--- src/rtl/rx_packet_builder_pkg.sv ---
// rx_packet_builder_pkg: packet geometry, header field layout and FSM encodings shared by the RX builder and TX readers.
package rx_packet_builder_pkg;

    localparam int PKT_WORDS = 256;
    localparam int HDR_WORDS = 4;

    typedef enum logic [2:0] {
        ST_IDLE  = 3'd0,
        ST_HDR   = 3'd1,
        ST_PAY_I = 3'd2,
        ST_PAY_Q = 3'd3,
        ST_DONE  = 3'd4
    } rx_state_e;

    function automatic logic [15:0] hdr_word0(input logic ovf, input logic [8:0] len_bytes);
        return {3'b0, ovf, 3'b0, len_bytes};
    endfunction

    function automatic logic [15:0] hdr_word1(input logic [5:0] rssi6, input logic [4:0] seq, input logic [4:0] chan);
        return {rssi6, seq, chan};
    endfunction

endpackage

--- src/rtl/rx_packet_builder.sv ---
// rx_packet_builder: frames FIFO I/Q pairs into fixed 256-word packets (4 header words + payload) for the packet RAM.
module rx_packet_builder
    import rx_packet_builder_pkg::*;
#(
    parameter logic [4:0] CHANNEL         = 5'd0,
    parameter int         PAYLOAD_SAMPLES = 126
) (
    input  logic        rxclk,
    input  logic        reset,
    input  logic [31:0] sample_data,
    input  logic [8:0]  sample_count,
    output logic        sample_rd,
    input  logic [31:0] timestamp_clock,
    input  logic        overrun,
    input  logic [31:0] rssi,
    input  logic        have_space,
    output logic [15:0] rx_databus,
    output logic        rx_WR,
    output logic        rx_WR_done,
    output logic [2:0]  state
);

    localparam logic [8:0] LEN_BYTES = 9'(PAYLOAD_SAMPLES * 4);
    localparam logic [8:0] MIN_COUNT = 9'(PAYLOAD_SAMPLES);
    localparam logic [7:0] LAST_PAIR = 8'(PAYLOAD_SAMPLES - 1);

    rx_state_e   state_q, state_d;
    logic [1:0]  hdr_cnt_q, hdr_cnt_d;
    logic [7:0]  pair_cnt_q, pair_cnt_d;
    logic [4:0]  seq_q, seq_d;
    logic        sticky_q, sticky_d;
    logic [31:0] ts_q, ts_d;
    logic [5:0]  rssi_q, rssi_d;
    logic [15:0] data_q, data_d;
    logic        wr_q, wr_d;
    logic        done_q, done_d;
    logic        rd_q, rd_d;
    logic        start;
    logic        unused_rssi;

    assign unused_rssi = ^rssi[31:6];
    assign start       = (state_q == ST_IDLE) && (sample_count >= MIN_COUNT) && have_space;

    // Outputs are registered one step ahead: the state names the word being loaded into rx_databus.
    always_comb begin
        state_d    = state_q;
        hdr_cnt_d  = hdr_cnt_q;
        pair_cnt_d = pair_cnt_q;
        seq_d      = seq_q;
        sticky_d   = sticky_q | overrun;
        ts_d       = ts_q;
        rssi_d     = rssi_q;
        data_d     = data_q;
        wr_d       = 1'b0;
        done_d     = 1'b0;
        case (state_q)
            ST_IDLE: if (start) begin
                state_d    = ST_HDR;
                hdr_cnt_d  = 2'd1;
                pair_cnt_d = 8'd0;
                ts_d       = timestamp_clock;
                rssi_d     = rssi[5:0];
                sticky_d   = 1'b0;
                wr_d       = 1'b1;
                data_d     = hdr_word0(sticky_q | overrun, LEN_BYTES);
            end
            ST_HDR: begin
                wr_d      = 1'b1;
                hdr_cnt_d = hdr_cnt_q + 2'd1;
                data_d    = (hdr_cnt_q == 2'd1) ? hdr_word1(rssi_q, seq_q, CHANNEL) :
                            (hdr_cnt_q == 2'd2) ? ts_q[15:0] : ts_q[31:16];
                state_d   = (hdr_cnt_q == 2'd3) ? ST_PAY_I : ST_HDR;
            end
            ST_PAY_I: begin
                wr_d    = 1'b1;
                data_d  = sample_data[31:16];
                state_d = ST_PAY_Q;
            end
            ST_PAY_Q: begin
                wr_d       = 1'b1;
                data_d     = sample_data[15:0];
                pair_cnt_d = pair_cnt_q + 8'd1;
                state_d    = (pair_cnt_q == LAST_PAIR) ? ST_DONE : ST_PAY_I;
            end
            ST_DONE: begin
                done_d  = 1'b1;
                seq_d   = seq_q + 5'd1;
                state_d = ST_IDLE;
            end
            default: state_d = ST_IDLE;
        endcase
        rd_d = (state_d == ST_PAY_Q);
    end

    always_ff @(posedge rxclk) begin
        if (reset) begin
            state_q    <= ST_IDLE;
            hdr_cnt_q  <= 2'd0;
            pair_cnt_q <= 8'd0;
            seq_q      <= 5'd0;
            sticky_q   <= 1'b0;
            ts_q       <= 32'd0;
            rssi_q     <= 6'd0;
            data_q     <= 16'd0;
            wr_q       <= 1'b0;
            done_q     <= 1'b0;
            rd_q       <= 1'b0;
        end else begin
            state_q    <= state_d;
            hdr_cnt_q  <= hdr_cnt_d;
            pair_cnt_q <= pair_cnt_d;
            seq_q      <= seq_d;
            sticky_q   <= sticky_d;
            ts_q       <= ts_d;
            rssi_q     <= rssi_d;
            data_q     <= data_d;
            wr_q       <= wr_d;
            done_q     <= done_d;
            rd_q       <= rd_d;
        end
    end

    assign sample_rd  = rd_q;
    assign rx_databus = data_q;
    assign rx_WR      = wr_q;
    assign rx_WR_done = done_q;
    assign state      = state_q;

endmodule

--- config.mk ---
export PLATFORM = sky130hd
export DESIGN_NAME = rx_packet_builder
export DESIGN_NICKNAME = d
export VERILOG_FILES = /design/src/rtl/rx_packet_builder_pkg.sv /design/src/rtl/rx_packet_builder.sv
export SDC_FILE = /design/constraint.sdc
export NUM_CORES = 1
export LEC_CHECK = 0
export BUFFER_PORTS_ARGS = -buffer_cell sky130_fd_sc_hd__buf_2
export CAP_MARGIN = 25
export CORE_AREA = 4 4 129 94
export CTS_CLUSTER_DIAMETER = 50
export CTS_CLUSTER_SIZE = 12
export DETAILED_ROUTE_END_ITERATION = 10
export DIE_AREA = 0 0 133 98
export MAX_ROUTING_LAYER = met4
export SLEW_MARGIN = 20
export SYNTH_ARGS = -nofsm -noshare
export SYNTH_HDL_FRONTEND = slang
export SYNTH_SLANG_ARGS = --single-unit
export TNS_END_PERCENT = 10
--- constraint.sdc ---
create_clock -name rxclk -period 2 [get_ports rxclk]
set_input_delay 0.4 -clock rxclk [delete_from_list [all_inputs] [get_ports rxclk]]
set_output_delay 0.4 -clock rxclk [all_outputs]
set_load 0.01 [all_outputs]
==> results of run 1 <==
worst min-delay path: stages:
cell and delay [ns]:
buf_2 0.10, nand2_1 0.04, mux2i_1 0.05
cells in the mapped netlist (all sizes together):
| cell type | instances | area share (%) |
|---|---|---|
| a2111oi | 2 | 0.63 |
| a211oi | 5 | 1.3 |
| a21oi | 16 | 2.1 |
| a221oi | 5 | 1.3 |
| a2bb2oi | 3 | 0.70 |
| a311oi | 2 | 0.47 |
| a31o | 1 | 0.23 |
| a31oi | 3 | 0.50 |
| a41o | 1 | 0.27 |
| a41oi | 1 | 0.23 |
| and2 | 2 | 0.33 |
| and3 | 1 | 0.17 |
| and4 | 1 | 0.23 |
| buf | 18 | 3.2 |
| clkbuf | 14 | 1.4 |
| clkinv | 1 | 0.10 |
| dfxtp | 76 | 40 |
| ha | 6 | 2.0 |
| inv | 6 | 0.60 |
| mux2 | 7 | 2.1 |
| mux2i | 65 | 17 |
| nand2 | 100 | 10 |
| nand2b | 3 | 0.50 |
| nand3 | 3 | 0.40 |
| nand3b | 1 | 0.20 |
| nand4 | 3 | 0.50 |
| nor2 | 20 | 2.0 |
| nor2b | 3 | 0.50 |
| nor3 | 5 | 0.96 |
| nor3b | 2 | 0.66 |
| o21a | 8 | 1.6 |
| o21ai | 15 | 2.0 |
| o221a | 2 | 0.60 |
| o2bb2ai | 2 | 0.47 |
| o311ai | 1 | 0.23 |
| o31a | 1 | 0.23 |
| o31ai | 1 | 0.20 |
| o32ai | 7 | 1.6 |
| or2 | 1 | 0.23 |
| or3 | 1 | 0.17 |
| or4 | 2 | 0.40 |
| xnor2 | 1 | 0.23 |
| xor2 | 3 | 0.70 |
registers in the layout (all words and copies together) (netlist names):
name,cells
ts_q,32
state,3
rx_databus,16
rx_WR_done,1
sample_rd,1
rx_WR,1
seq_q,5
rssi_q,6
pair_cnt_q,8
hdr_cnt_q,2
sticky_q,1
stage by stage:
step	area, µm²	hold WS [ns]
after floorplan	3764	0.4313
after global placement	4451	0.4387
after detailed placement	4451	0.4471
after CTS	4736	0.2951
after global routing	4743	0.2993
final	4743	0.3072
cells in the final DEF (no fill, tap or decap), types with 6 or more instances in the layout:
master / n
nand2_1: 100
ha_1: 6
nor2_1: 20
o21ai_0: 15
o21a_1: 8
buf_2: 103
clkbuf_16: 9
buf_4: 16
mux2_2: 7
dfxtp_1: 76
o32ai_1: 7
mux2i_1: 65
inv_1: 6
a21oi_1: 16
metal layers:
layer / share of wire, % / wire (µm) / GRT usage, % / vias up
met1: 48 / 4725 / 20.87 / 1551
met4: 1.1 / 109 / 3.834 / 0
met5: 0 / 0 / - / -
met3: 7.2 / 704 / 4.943 / 9
met2: 44 / 4303 / 23.21 / 84
li1: - / - / - / 1674
logic make-up after synthesis:
family	count (synthesis)
flip-flops	76
multiplexers	72
AND/OR/NAND/NOR	148
buffers and inverters	39
XOR/XNOR	4
adder cells (fa/ha/maj)	6
AO/OA/AOI/OAI	76
worst max-delay path by stage:
stage	startpoint	endpoint	slack, ns	cells after the start
floorplan	hdr_cnt_q[0]	rx_databus[10]	0.46	8
global placement	have_space	rx_databus[15]	-0.005	5
detailed placement	have_space	rx_databus[15]	-0.05	5
CTS	state[2]	state[2]	0.16	2
global route	state[2]	state[2]	0.1	2
finish	state[2]	state[2]	0.18	2
layout make-up:
class | count | area [µm²]
fillers | 1057 | 6107
multi-input cells | 306 | 2043
flip-flops and latches | 76 | 1521
repair buffers | 121 | 675.6
clock buffers | 13 | 250.2
well taps | 153 | 191.4
clock inverters | 2 | 35.03
inverters | 7 | 26.28
power by group through the flow:
stage                     Clock (mW)  Combinational (mW)  Sequential (mW)
final                           1.58               0.558             1.64
after global routing            1.67               0.615             1.65
after CTS                       1.62               0.561             1.64
after detailed placement           0               0.559             1.67
after global placement             0               0.549             1.67
after floorplan                    0               0.346             1.68
==> run metrics, run 1 <==
Setup WS post-layout=0.1751 ns; Sw Pwr=920.4 µW; CP Data Required Time=between 1.5 and 2 ns; core region area=10,850 µm²; Hold Path Cell Cnt=3; slowest stage cell, crit path=dfxtp_1; Ports=131; DR WL/cell=14.52 µm; first-pass iteration count of the detailed router=4; FMAX=548.0 MHz; DRC=0; clock-pin slew on the worst setup and hold paths=0.06 ns; pre-CTS setup slack=-0.05369 ns; syn_area_per_cell=between 8 and 9 µm²; Seq pwr share=43.5%; status=completed; worst reg2reg path depth=7; number of max-cap violations=0; min-delay src=timestamp_clock[18]; DP Cell Count=~660; antenna violations before repair=0; mux cell area share after synthesis=around 19%; synthesized instance count=421; internal power=2.853 mW; nets=636; antenna cell count=0; postcts setup bufs=0; syn_nets=536; largest net degree at the start of global routing=84; Yosys Warn Count=0; area growth from synthesis to layout=26.03%; total power=about 3.8 mW; area of the mapped netlist=3764 µm²; Final Instance Count excl. Fillers=678; synthesized flop and latch total=76; clock skew=approximately 0.0076 ns; ratio of final minimum period to clock period=91.25%; # hold bufs at CTS=0; DIE AREA=13,030 µm²; crit end category=output port; CTS tree=yes; Initial Util=34.69%; CP max stage delay=0.66 ns; Sw Ratio=24.39%; post-synthesis cell type count=49; htree depth=3; final setup vio count=0; r2r startpoint=hdr_cnt_q[0]; global-route wire length before repair=15,950 µm; Max-slew headroom=61.21%; Overall Global Routing Usage=15.67%; combinational family with the most area after synthesis=multiplexers; worst-path cell chain=buf_4 -> buf_2; critical path fanouts, max=14; register area share after synthesis=40.43%; CP Class=flip-flop to output port; Initial DRC Count=180; setup_tns=0 ns; clock buffer depth=2; worst skew pair latency=0.34 ns; Post-Synth XOR/XNOR Area=0.9309%; site row count=32; maximum vdd ir drop=0.3910 mV; Die X=around 130 µm; Post-Synth Simple-Gate Area=17.22%; Cell Pwr Density=roughly 800 nW/µm²; Comb power frac=14.8%; RePlAce Congestion=0.8067; compound-gate portion of the synthesized area=14.76%; clock sink count=76; TritonCTS Buffers=9; total wire length=between 9000 and 10,000 µm; PortBufs=103; area share of fa/ha/maj cells after synthesis=between 1.5 and 2%; worst hold path type=primary input to flip-flop; Root Buffer=clkbuf_16; Setup crit start kind=flip-flop; unrepaired setup endpoints after global routing=no; endpoints failing hold=0; worst path bufs/invs=2; Pins Over Slew Limit=0; P_leak=1.947 nW; clock share of power=41.7%; CP arrival=~1.4 ns; cts repair resizes=0; Final min period=1.825 ns; layout cells sized above 1=28.76%; Final HPWL DP=~7300 µm; Reg2Reg Capture Point=rx_databus[7]; chip height=98 µm; vias in the first global route=between 3,000 and 4,000; Top delay family on crit path=flip-flops; Worst Max-Slew Pin Slew=about 0.58 ns; total gr overflow=0; internal reg-to-reg setup slack=0.24 ns; Vias/cell=4.894; via count=3,318; Worst Hold End=ts_q[18]; Post-DRT Antenna Nets=0; utilization after layout=a little over two fifths
Power figures use the tool's default switching activity.
==> run 2, diff against run 1 <==
--- a/config.mk
+++ b/config.mk
@@ -13,6 +13,7 @@
 export DETAILED_ROUTE_END_ITERATION = 10
 export DIE_AREA = 0 0 133 98
 export MAX_ROUTING_LAYER = met4
+export SETUP_SLACK_MARGIN = 0.5
 export SLEW_MARGIN = 20
 export SYNTH_ARGS = -nofsm -noshare
 export SYNTH_HDL_FRONTEND = slang
==> run metrics, run 2 (synthesis gave the netlist of run 1 again) <==
endpoints failing hold=0 (unchanged); worst-path cell chain=buf_2 (was buf_4 -> buf_2); Worst Hold End=ts_q[17] (was ts_q[18]); Pins Over Slew Limit=0 (unchanged); clock skew=0.006557 ns (was 0.007550 ns); Reg2Reg Capture Point=sample_rd (was rx_databus[7]); ratio of final minimum period to clock period=76.43% (was 91.25%); Fillers=1,036 (was 1,057); final setup vio count=0 (unchanged); total gr overflow=0 (unchanged); RePlAce Congestion=0.7698 (was 0.8067); Final min period=1.529 ns (was 1.825 ns); DP Cell Count=660 (was 662); number of max-cap violations=0 (unchanged); largest net degree at the start of global routing=86 (was 84); Root Buffer=clkbuf_16 (unchanged); CP Data Required Time=1.60 ns (about the same); crit end category=output port (unchanged); Worst Max-Slew Pin Slew=0.6301 ns (was 0.5797 ns); Initial DRC Count=197 (was 180); Initial Util=34.69% (unchanged); Setup crit start kind=flip-flop (unchanged); Vias/cell=4.891 (was 4.894); DRC=0 (unchanged); Final HPWL DP=7400 µm (was 7262 µm); critical path fanouts, max=15 (was 14); TritonCTS Buffers=9 (unchanged); Die X=133 µm (unchanged); status=completed (unchanged); Top delay family on crit path=flip-flops (unchanged); worst skew pair latency=0.34 ns (about the same); global-route wire length before repair=16,650 µm (was 15,950 µm); worst path bufs/invs=1 (was 2); antenna violations before repair=0 (unchanged); chip height=98 µm (unchanged); Final Instance Count excl. Fillers=697 (was 678); clock-pin slew on the worst setup and hold paths=0.06 ns (about the same); area growth from synthesis to layout=38.66% (was 26.03%); Ports=131 (unchanged); # hold bufs at CTS=0 (unchanged); total wire length=11,130 µm (was 9842 µm); core region area=10,850 µm² (unchanged); site row count=32 (unchanged); setup_tns=0 ns (unchanged); worst hold path type=primary input to flip-flop (unchanged); antenna cell count=0 (unchanged); CTS tree=yes (unchanged); Post-DRT Antenna Nets=0 (unchanged); unrepaired setup endpoints after global routing=yes (was no); slowest stage cell, crit path=dfxtp_2 (was dfxtp_1); vias in the first global route=3,274 (was 3,236); CP max stage delay=0.57 ns (was 0.66 ns); min-delay src=timestamp_clock[17] (was timestamp_clock[18]); most frequent cells in the layout=buf_2, nand2_1, dfxtp_1, mux2i_1, buf_4 (was buf_2, nand2_1, dfxtp_1, mux2i_1, nor2_1); clock buffer depth=2 (unchanged); worst reg2reg path depth=6 (was 7); internal reg-to-reg setup slack=0.49 ns (was 0.24 ns); clock sink count=76 (unchanged); Hold Path Cell Cnt=3 (unchanged); PortBufs=103 (unchanged); DR WL/cell=15.97 µm (was 14.52 µm); via count=3,409 (was 3,318); DIE AREA=13,030 µm² (unchanged); htree depth=3 (unchanged); Cell Pwr Density=793.0 nW/µm² (was 795.5 nW/µm²); Overall Global Routing Usage=16.49% (was 15.67%); Reg with most FFs=ts_q (unchanged); most common cell after layout, fill and taps aside=buf_2 (unchanged); Max-slew headroom=57.95% (was 61.21%); CP arrival=1.13 ns (was 1.42 ns); nets=654 (was 636); FMAX=654.2 MHz (was 548.0 MHz); P_leak=2.133 nW (was 1.947 nW); r2r startpoint=pair_cnt_q[1] (was hdr_cnt_q[0]); maximum vdd ir drop=0.4542 mV (was 0.3910 mV); max reg flops=32 (unchanged); first-pass iteration count of the detailed router=4 (unchanged); layout cells sized above 1=37.68% (was 28.76%); CP Class=flip-flop to output port (unchanged)
run 2: cell types whose count changed in the layout (fill, tap and decap cells not counted), moves of 5 or more:
cell / previous run / this run
dfxtp_1: 76 / 66
mux2i_1: 65 / 60
buf_6: 0 / 5
o21ai_0: 15 / 7
o21ai_1: 0 / 6
buf_4: 16 / 22
dfxtp_2: 0 / 7
run 2: power by group:
group | internal [mW] | total [mW] | switching [mW]
logic | 0.367 | 0.719 | 0.353
clock network | 1.10 | 1.78 | 0.682
registers | 1.59 | 1.64 | 0.0451
total | 3.06 | 4.14 | 1.08
run 2: worst reg2reg max path, cell delays in order (launching register included):
cell and delay (ns):
dfxtp_2 0.34, inv_1 0.06, ha_1 0.13, inv_1 0.04, or4_4 0.53, o21a_1 0.21, o21a_1 0.10
run 2: cell type report:
class,instances,area [µm²],share of cell area [%]
multi-input cells,306,2201,42.17
flip-flops and latches,76,1541,29.54
repair buffers,139,934.6,17.91
clock buffers,9,225.2,4.316
well taps,153,191.4,3.668
clock inverters,7,98.84,1.894
inverters,7,26.28,0.5035
run 2: what timing repair did:
| item | 4_1_cts | 5_1_grt |
|---|---|---|
| resized for setup | 13 | 49 |
| buffers inserted | 7 | 10 |
| endpoints found under the setup margin | 72 | 71 |
| pin swaps | 3 | 8 |
| gates cloned | 1 | 3 |
run 2: through the flow:
step / util (%) / worst slack [ns] / cell area [µm²] / hold slack [ns] / power (mW)
floorplan: - / 0.4874 / 3782 / 0.4313 / 2.027
global placement: 41.04 / 0.04223 / 4453 / 0.4392 / 2.226
detailed placement: 41.04 / 0.02220 / 4453 / 0.4460 / 2.239
CTS: 45.12 / 0.3465 / 4896 / 0.2906 / 4.053
global route: 48.10 / 0.4197 / 5219 / 0.2986 / 4.285
finish: 48.10 / 0.4714 / 5219 / 0.2979 / 4.138
run 2: worst max path at each step:
| stage | from | to | cells after the start |
|---|---|---|---|
| final | state[2] | state[2] | 1 |
| after global routing | state[1] | pair_cnt_q[1] | 5 |
| after CTS | pair_cnt_q[0] | sample_rd | 5 |
| after detailed placement | have_space | rx_databus[15] | 5 |
| after global placement | have_space | rx_databus[4] | 5 |
| after floorplan | state[0] | rssi_q[0] | 5 |
run 2: routing by layer:
metal  track usage (%)  part of all wire [%]  vias up
li1                  -                     -     1725
met2             24.22                    45       88
met1             21.38                    47     1585
met3             6.179                   6.9       11
met5                 -                     0        -
met4             4.313                   1.1        0
==> run 3, diff against run 2 <==
==> constraint.sdc (replaced) <==
create_clock -name rxclk -period 1.3 [get_ports rxclk]
set_input_delay 0.26 -clock rxclk [delete_from_list [all_inputs] [get_ports rxclk]]
set_output_delay 0.26 -clock rxclk [all_outputs]
set_load 0.01 [all_outputs]
==> run metrics, run 3 (synthesis gave the netlist of run 1 again) <==
total gr overflow=0 (unchanged); Setup WS post-layout=-0.1809 ns (was 0.4714 ns); Post-DRT Antenna Nets=0 (unchanged); internal reg-to-reg setup slack=-0.18 ns (was 0.49 ns); most frequent cells in the layout=nand2_1, buf_2, dfxtp_1, mux2i_1, buf_4 (was buf_2, nand2_1, dfxtp_1, mux2i_1, buf_4); Die X=133 µm (unchanged); number of max-cap violations=0 (unchanged); clock-pin slew on the worst setup and hold paths=0.06 ns (about the same); global-route wire length before repair=17,650 µm (was 16,650 µm); chip height=98 µm (unchanged); total wire length=11,220 µm (was 11,130 µm); ratio of final minimum period to clock period=113.9%; clock sink count=76 (unchanged); TritonCTS Buffers=9 (unchanged); CTS tree=yes (unchanged); FMAX=675.3 MHz; fin area=5724 µm² (was 5219 µm²); Final min period=1.481 ns; DIE AREA=13,030 µm² (unchanged); RePlAce Congestion=0.8916 (was 0.7698); maximum vdd ir drop=0.6448 mV (was 0.4542 mV); endpoints failing hold=0 (unchanged); r2r startpoint=hdr_cnt_q[0] (was pair_cnt_q[1]); Cell Pwr Density=1186 nW/µm² (was 793.0 nW/µm²); first-pass iteration count of the detailed router=4 (unchanged); clock buffer depth=2 (unchanged); Ports=131 (unchanged); largest net degree at the start of global routing=40 (was 86); area growth from synthesis to layout=52.09% (was 38.66%); Hold Path Cell Cnt=3 (unchanged); htree depth=3 (unchanged); DP Area=4846 µm² (was 4453 µm²); Reg with most FFs=ts_q (unchanged); Crit. Startpoint=hdr_cnt_q[0] (was state[2]); max reg flops=32 (unchanged); Root Buffer=clkbuf_16 (unchanged); PortBufs=103 (unchanged); Worst Max-Slew Pin Slew=0.3168 ns (was 0.6301 ns); Worst Hold End=rssi_q[2] (was ts_q[17]); worst hold path type=primary input to flip-flop (unchanged); setup_tns=-8.326 ns (was 0 ns); Overall Global Routing Usage=17.32% (was 16.49%); Reg2Reg Capture Point=rx_databus[5] (was sample_rd); Setup crit start kind=flip-flop (unchanged); Max-slew headroom=78.33% (was 57.95%); P_leak=2.373 nW (was 2.133 nW); critical path fanouts, max=6 (was 15); CP Class=flip-flop to flip-flop (was flip-flop to output port); min-delay src=rssi[2] (was timestamp_clock[17]); Final HPWL DP=8213 µm (was 7400 µm); DR WL/cell=15.33 µm (was 15.97 µm); antenna violations before repair=0 (unchanged); CP arrival=1.71 ns (was 1.13 ns); status=complete, but fails checks (was completed); via count=3,625 (was 3,409); vias in the first global route=3,566 (was 3,274); Initial DRC Count=250 (was 197); worst reg2reg path depth=7 (was 6); pre-CTS setup slack=-0.5041 ns (was 0.02220 ns); Pins Over Slew Limit=0 (unchanged); worst hold slack=0.1680 ns (was 0.2979 ns); failing checks=setup timing; crit end category=flip-flop (was output port); nets=689 (was 654); DRC=0 (unchanged); # hold bufs at CTS=0 (unchanged); site row count=32 (unchanged); clock skew=0.003116 ns (was 0.006557 ns); CP Data Required Time=1.53 ns (was 1.60 ns); worst skew pair latency=0.33 ns (was 0.34 ns); final setup vio count=73 (was 0); Vias/cell=4.952 (was 4.891); unrepaired setup endpoints after global routing=yes (unchanged); core region area=10,850 µm² (unchanged); layout cells sized above 1=43.35% (was 37.68%); Initial Util=34.69% (unchanged); antenna cell count=0 (unchanged)
-- run 3: final cells by class --
type	count	area [µm²]
Multi-Input combinational cell	306	2266
Fill cell	986	5126
Tap cell	153	191.4
Clock inverter	4	120.1
Inverter	7	28.78
Clock buffer	12	246.5
Timing Repair Buffer	174	1331
Sequential cell	76	1540
-- run 3: layer usage --
layer  wire [µm]  track usage, %  up-vias
met5           0               -        -
met4         140           4.633        0
met3         765           4.995       14
met2        5176           26.56      112
met1        5136           22.42     1708
li1            -               -     1791
-- run 3: where the power goes --
| group | total [mW] | internal (mW) | switching, mW | leakage (nW) |
|---|---|---|---|---|
| clock | 3.06 | 2.12 | 0.937 | 0.177 |
| sequential | 2.54 | 2.46 | 0.0824 | 0.626 |
| combinational | 1.19 | 0.645 | 0.546 | 1.57 |
| total | 6.79 | 5.22 | 1.57 | 2.37 |
-- run 3: timing repair --
action                     CTS  global route
gates resized for setup     53            39
setup endpoints to repair   98            98
setup buffers                6             7
cloned                       0             2
pin swaps                   16            16
-- run 3: metrics by stage --
stage / utilization (%) / total power [mW] / cells
5_1_grt: 52.76 / 7.046 / 732
6_report: 52.76 / 6.790 / 732
3_3_place_gp: 44.66 / 3.562 / 701
3_5_place_dp: 44.66 / 3.586 / 701
2_1_floorplan: - / 3.126 / 421
4_1_cts: 50.29 / 6.721 / 723
-- run 3: how the worst max path moves through the flow --
stage | endpoint | slack (ns) | depth (start not counted)
2_1_floorplan | rssi_q[0] | -0.21 | 5
3_5_place_dp | rx_databus[9] | -0.50 | 8
3_3_place_gp | rx_databus[9] | -0.41 | 8
4_1_cts | rx_databus[9] | -0.22 | 8
5_1_grt | rx_databus[8] | -0.26 | 7
6_report | rx_databus[5] | -0.18 | 7
-- run 3: worst max-delay path, cell delays in order, from the launching register on --
cell      delay, ns
dfxtp_2        0.32
inv_2          0.06
ha_4           0.15
buf_8          0.13
mux2_2         0.33
mux2i_1        0.17
a221oi_2       0.10
o21a_1         0.11
